<file path="config.mk">
export PLATFORM = sky130hd
export DESIGN_NAME = step_sequencer
export DESIGN_NICKNAME = d
export VERILOG_FILES = /design/src/rtl/step_sequencer.sv
export SDC_FILE = /design/constraint.sdc
export NUM_CORES = 1
export LEC_CHECK = 0
export ABC_AREA = 1
export BUFFER_PORTS_ARGS = -buffer_cell sky130_fd_sc_hd__buf_2
export CORE_MARGIN = 2
export CORE_UTILIZATION = 55
export CTS_CLUSTER_SIZE = 20
export DETAILED_ROUTE_END_ITERATION = 12
export PLACE_DENSITY = 0.78
export SLEW_MARGIN = 20
export SYNTH_ARGS = -nofsm -noshare
export SYNTH_HDL_FRONTEND = slang
export SYNTH_SLANG_ARGS = --single-unit
</file>
<file path="constraint.sdc">
create_clock -name clk -period 2.7 [get_ports clk]
set_input_delay 0.405 -clock clk [delete_from_list [all_inputs] [get_ports clk]]
set_output_delay 0.405 -clock clk [all_outputs]
set_load 0.005 [all_outputs]
</file>
<file path="src/rtl/step_sequencer.sv">
// step_sequencer: multi-voice drum step sequencer.
// A NUM_VOICES x STEPS hit pattern is played one step every TICK_DIV clocks.
// Each step opens with a one-cycle GAP (enables low, step_pulse high) so a
// sample player retriggers on back-to-back hits of the same voice, followed
// by PLAY cycles that drive the column captured during GAP.
// Optional feature: define STEP_SEQUENCER_SWING_EN to lengthen even steps and
// shorten odd steps by SWING cycles; otherwise SWING is ignored.
// Write port: wr_en is a single-cycle strobe with no back-pressure; the bit
// is stored at the clock edge that samples wr_en high and is readable the
// following cycle.
module step_sequencer #(
  parameter int NUM_VOICES = 4,
  parameter int STEPS      = 16,
  parameter int TICK_DIV   = 6000,
  parameter int SWING      = 0,
  localparam int VW = (NUM_VOICES > 1) ? $clog2(NUM_VOICES) : 1,
  localparam int SW = (STEPS > 1) ? $clog2(STEPS) : 1
) (
  input  logic                  clk,
  input  logic                  rst,
  input  logic                  run,
  input  logic                  wr_en,
  input  logic [VW-1:0]         wr_voice,
  input  logic [SW-1:0]         wr_step,
  input  logic                  wr_data,
  output logic [NUM_VOICES-1:0] enable,
  output logic [SW-1:0]         step_idx,
  output logic                  step_pulse,
  output logic [1:0]            dbg_state
);

  typedef enum logic [1:0] {
    IDLE = 2'd0,
    GAP  = 2'd1,
    PLAY = 2'd2
  } state_e;

  // Counter wide enough for the longest (swung) step.
  localparam int PMAX = TICK_DIV + SWING;
  localparam int CW   = $clog2(PMAX + 1);

`ifdef STEP_SEQUENCER_SWING_EN
  localparam logic [CW-1:0] P_EVEN = CW'(TICK_DIV + SWING);
  localparam logic [CW-1:0] P_ODD  = CW'(TICK_DIV - SWING);
`else
  localparam logic [CW-1:0] P_EVEN = CW'(TICK_DIV);
  localparam logic [CW-1:0] P_ODD  = CW'(TICK_DIV);
`endif

  state_e                  state_q, state_d;
  logic [CW-1:0]           tick_cnt_q, tick_cnt_d;
  logic [SW-1:0]           step_idx_q, step_idx_d;
  logic [NUM_VOICES-1:0]   enable_q;
  logic                    step_pulse_q;
  logic [NUM_VOICES-1:0]   pat_q [STEPS];
  logic [CW-1:0]           period_cur;
  logic                    last_tick;

  assign period_cur = step_idx_q[0] ? P_ODD : P_EVEN;
  assign last_tick  = (tick_cnt_q == period_cur - CW'(1));

  // Pattern store: one column (all voices) per step, cleared by reset.
  always_ff @(posedge clk or posedge rst) begin
    if (rst) begin
      for (int s = 0; s < STEPS; s++) begin
        pat_q[s] <= '0;
      end
    end else if (wr_en && (int'(wr_voice) < NUM_VOICES)) begin
      pat_q[wr_step][wr_voice] <= wr_data;
    end
  end

  // Next-state logic: IDLE -> GAP -> PLAY ... -> GAP, run low aborts to IDLE.
  always_comb begin
    state_d    = state_q;
    tick_cnt_d = tick_cnt_q;
    step_idx_d = step_idx_q;
    case (state_q)
      IDLE: begin
        tick_cnt_d = '0;
        step_idx_d = '0;
        if (run) state_d = GAP;
      end
      GAP: begin
        if (!run) begin
          state_d    = IDLE;
          tick_cnt_d = '0;
          step_idx_d = '0;
        end else begin
          state_d    = PLAY;
          tick_cnt_d = CW'(1);
        end
      end
      PLAY: begin
        if (!run) begin
          state_d    = IDLE;
          tick_cnt_d = '0;
          step_idx_d = '0;
        end else if (last_tick) begin
          state_d    = GAP;
          tick_cnt_d = '0;
          step_idx_d = (step_idx_q == SW'(STEPS - 1)) ? '0 : step_idx_q + SW'(1);
        end else begin
          tick_cnt_d = tick_cnt_q + CW'(1);
        end
      end
      default: begin
        state_d    = IDLE;
        tick_cnt_d = '0;
        step_idx_d = '0;
      end
    endcase
  end

  // State and registered outputs; the enable column is captured leaving GAP,
  // so a write landing on that same edge only shows on the next visit.
  always_ff @(posedge clk or posedge rst) begin
    if (rst) begin
      state_q      <= IDLE;
      tick_cnt_q   <= '0;
      step_idx_q   <= '0;
      enable_q     <= '0;
      step_pulse_q <= 1'b0;
    end else begin
      state_q      <= state_d;
      tick_cnt_q   <= tick_cnt_d;
      step_idx_q   <= step_idx_d;
      step_pulse_q <= (state_d == GAP);
      if (state_q == GAP && state_d == PLAY) begin
        enable_q <= pat_q[step_idx_q];
      end else if (state_d != PLAY) begin
        enable_q <= '0;
      end
    end
  end

  assign enable     = enable_q;
  assign step_idx   = step_idx_q;
  assign step_pulse = step_pulse_q;
  assign dbg_state  = state_q;

endmodule

</file>
### Word-level counts from Yosys, hierarchy flattened

Index checks and enable logic that the tools add are counted.

| word-level totals | value |
|---|---|
| register bits after elaboration | 88 |
| output and inout bits | 11 |

| operators by class | value |
|---|---|
| multiplexer cells | 24 |
| reductions and logical operators | 6 |
| add/subtract/negate cells | 2 |
| bitwise operators | 2 |
| equality and inequality tests | 9 |
| magnitude comparators | 5 |

Operator list:

| cell | number |
|---|---|
| $bwmux 64 | 1 |
| $mux 4 | 9 |
| $mux 13 | 2 |
| $pmux 13 s2 | 1 |
| $bmux 4 s4 | 1 |
| $demux 4 s4 | 1 |
| $add 13x1->13 const B | 1 |
| $eq 13x13->1 const B | 1 |
| $ge 5x5->1 const B | 2 |
| $not 4->5 | 2 |
| $mux 2 | 4 |
| $pmux 4 s2 | 1 |
| $pmux 2 s3 | 1 |
| $lt 5x1->1 const B | 1 |
| $add 4x1->4 const B | 1 |
| $eq 2x1->1 const B | 2 |
| $eq 2x2->1 const B | 2 |
| $eq 4x4->1 const B | 1 |
| $ne 2x2->1 const B | 2 |
| $logic_and 1x1->1 | 3 |
| $lt 2x3->1 const B | 1 |
| $ne 3x3->1 const B | 1 |
| $demux 1 s2 | 1 |
| $ge 2x1->1 const B | 1 |
| 4 further kinds | 5 |

### Longest topological paths before layout

| depth | value |
|---|---|
| word-level depth | 7 |
| depth in mapped cells | 11 |
| depth with buffers taken out | 10 |

### Least setup slack after synthesis

Ideal clock, no wire load.

| path | value |
|---|---|
| path type | reg2reg |
| start | register state_q[1] (netlist: dbg_state[1]) |
| end | register enable_q[0] (netlist: enable[0]) |
| required time | 2635 ps |
| arrival | 1400 ps |
| setup slack | 1235 ps |
| path buffers | 0 |
| period minus slack after synthesis | 1465 ps |
| stages on the path, launching flop included | 9 |
| cells stage by stage | dfrtp_1 inv_1 ha_1 nand2_1 a21oi_1 nand2_2 nor2_4 nand3_1 nand2_1 |

| on the way | value |
|---|---|
| longest elaborated chain between the ends | 6 |
| elaborated cells on any way between the ends | 12 |

Ends and longest elaborated chain:

| item | RTL line | source |
|---|---|---|
| start, declared | 50 | `state_e state_q, state_d;` |
| start signal, assigned | 125 | `state_q <= state_d;` |
| $mux 2 | 99 | `end else if (last_tick) begin` |
| $mux 2 | 95 | `if (!run) begin` |
| $pmux 2 s3 | 78 | `case (state_q)` |
| $eq 2x2->1 | 129 | `if (state_q == GAP && state_d == PLAY) begin` |
| $logic_and 1x1->1 | 129 |  |
| $mux 4 or $reduce_bool 2->1 (tied branches) | n/a |  |
| end signal, assigned | 130 | `enable_q <= pat_q[step_idx_q];` |
| end, declared | 53 | `logic [NUM_VOICES-1:0] enable_q;` |

Parallel ways exist; a longest one is shown, timed or not.
A chain may end at the register's enable or synchronous reset.

### Worst setup path in the final report

| path | value |
|---|---|
| start | register step_idx_q[0] (netlist: step_idx[0]) |
| end | output port step_idx[0] |

RTL lines:

| item | RTL line | source |
|---|---|---|
| start, declared | 52 | `logic [SW-1:0] step_idx_q, step_idx_d;` |
| start signal, assigned | 127 | `step_idx_q <= step_idx_d;` |
| end, declared | 27 | `output logic [SW-1:0] step_idx,` |

No word-level cell between the ends.

==> key figures <==
Placement
  • Pre-CTS setup slack: 0.910 ns
  • Final Wtd Congestion: 0.864
  • Port buffer count: 21
  • HPWL after detailed placement: 7.34 mm

Floorplanning
  • Row count: 33
  • Die ar.: 9030 um2
  • I/O Pins: 22
  • Die boundary height: 95.0 um
  • Starting Density: 0.560
  • Core area: 8130 um2
  • DIE WIDTH: 95.0 um

Drt
  • Via Count: 3935
  • # DRC: 0
  • Routed WL: 10.7 mm
  • Drt first pass iters: 5
  • Vias/cell: 5.90
  • Drt wl/cell: 16.0 um
  • Detail Route Antenna Nets: 0
  • Iteration-0 DRC Markers: 375

STA
  • Final Skew: 0.0112 ns
  • Fmax: 584 MHz
  • Worst-Margin Slew: 0.819 ns
  • Final hold vios: 0
  • Final period util: 0.634
  • Hold Slack: 0.0716 ns
  • RSZ-0062 raised after global routing: no
  • Setup WS post-layout: 0.987 ns
  • Relative slew slack: 0.454
  • Fin. max-slew vios: 0
  • Final Setup Violations: 0
  • Minimum clock period: 1.71 ns
  • Setup_tns: 0 ns

Power and ir drop
  • Max VDD drop: 328 uV
  • Cell leakage power: 0.00235 uW
  • Pwr dens: 743 nW/um2

Final layout
  • Leading cell type in the layout, fill and taps excluded: dfrtp_1
  • Synth-to-layout area growth: 8.51%
  • Nets: 574
  • Most frequent cells in the layout: dfrtp_1 (88), nand2_1 (87), a21oi_1 (69)
  • Ant diodes: 0
  • Share of layout cells above drive strength 1: 0.144
  • Post-Route Utilization: 0.608

Clock network
  • Clock Tree Root: clkbuf_8
  • Later-pin clock latency in the skew report: 0.36 ns
  • Clk slew on worst S/H paths: 0.09 ns
  • Clock Sinks: 88
  • CTS H-tree depth: 3
  • CTS Hold Bufs: 0
  • Number of buffers created by CTS: 9
  • Count of cells resized by post-cts repair: 0
  • TritonCTS clock tree: done
  • CTS Buffer Depth: 2
  • Post-CTS Setup Bufs: 0

Job
  • MaxCap Viol Count: 0

Global routing
  • Gr ovfl total: 0
  • GRT met3 Usage: 0.0403
  • Met2 Use GR: 0.386
  • First-pass GRT wire length: 17.8 mm
  • Largest net degree at the start of global routing: 57
  • GR Layer Usage met1: 0.370
  • Busiest layer in global routing: met2
  • GRT Util Overall: 0.256
  • Vias in the first global route: 3636
  • Initial antenna violation count: 0

Synth
  • YS warnings: 0
  • Post-synth cell types: 38
  • Top FF cell, synth: dfrtp_1
  • Seq/Total Area, Yosys: 0.483
  • Post-synth EDFFs: 0
  • Post-Syn Instances: 543
  • Yosys reg bits: 88
  • Synth Net Count: 560
  • Async set-reset flop share out of synthesis: 1.00
  • Average instance area after synthesis: 8.39 um2
  • Post-Synthesis Cell Area: 4560 um2

Setup path
  • Worst Path Max Fanout: 38
  • Worst EP required: 2.30 ns
  • Kind of critical path: register to output pin
  • Nature of the critical path startpoint: register
  • Crit end category: output pin
  • Critical path arrival: 1.31 ns
  • Length in cells of the worst reg-to-reg path: 8

Hold path
  • Worst hold path class: primary input to async pin

Run status
  • Status: finished, final reports clean
layout make-up:
cell class | instances | area, um2
flip-flops and latches | 88 | 2200
fillers | 715 | 3190
inverters | 45 | 173
well taps | 105 | 131
multi-input cells | 383 | 2020
clock inverters | 5 | 104
clock buffers | 11 | 131
repair buffers | 30 | 185
cell families after synthesis:
kind of cell,Yosys count,synth area share
muxes,6,0.0132
adders and majority gates,6,0.0165
buffers and inverters,72,0.0750
DFF,88,0.483
xor gates and xnor gates,6,0.0115
and+or+nand+nor,221,0.224
AOI/OAI and AO/OA,144,0.177
registers in the layout, summed over array words and instances, names as in the netlist:
name,flops
dbg_state,2
enable,4
pat_q,64
step_idx,4
step_pulse,1
tick_cnt_q,13
critical path, cell delays in order (launching register included):
cell	delay, ns
dfrtp_1	0.40
buf_4	0.36
buf_2	0.19
cell usage after synthesis, drive strengths merged (6+ instances only):
| cell | number | area [um2] |
|---|---|---|
| nand2 | 90 | 345 |
| ha | 6 | 75.1 |
| buf | 26 | 166 |
| nor2 | 72 | 338 |
| nor3 | 11 | 66.3 |
| dfrtp | 88 | 2200 |
| mux2i | 6 | 60.1 |
| inv | 44 | 168 |
| o21ai | 14 | 70.1 |
| a31oi | 54 | 338 |
| a21oi | 69 | 345 |
| nand3 | 40 | 215 |
path summary, 6_finish.rpt:
kind / start / end / slack [ns]
worst min register to register: pat_q[5] / pat_q[5] / 0.51
worst max register to register: dbg_state[1] / enable[1] / 1.01
max in group asynchronous: rst / enable[0] / 1.97
worst min-delay path: rst / pat_q[50] / 0.07
min in group clk: wr_data / pat_q[61] / 0.42
worst max-delay path: step_idx[0] / step_idx[0] / 0.99
metal layers:
layer / wire (um) / vias up
met2: 4910 / 145
met4: 259 / 0
li1: - / 1892
met1: 4870 / 1877
met3: 634 / 21
met5: 0 / -
report_power, final:
part	internal (uW)	switching (uW)	leakage, uW
combinational	313	587	0.00110
clock	618	467	0.000118
sequential	1530	152	0.00114
metrics by stage:
step,cell area [um2],cells,total power (uW)
final,4940,667,3670
after global routing,4940,667,3910
after CTS,4940,667,3680
after detailed placement,4710,651,2600
after global placement,4710,651,2560
after floorplan,4560,543,2390
Power figures use the tool's default switching activity.
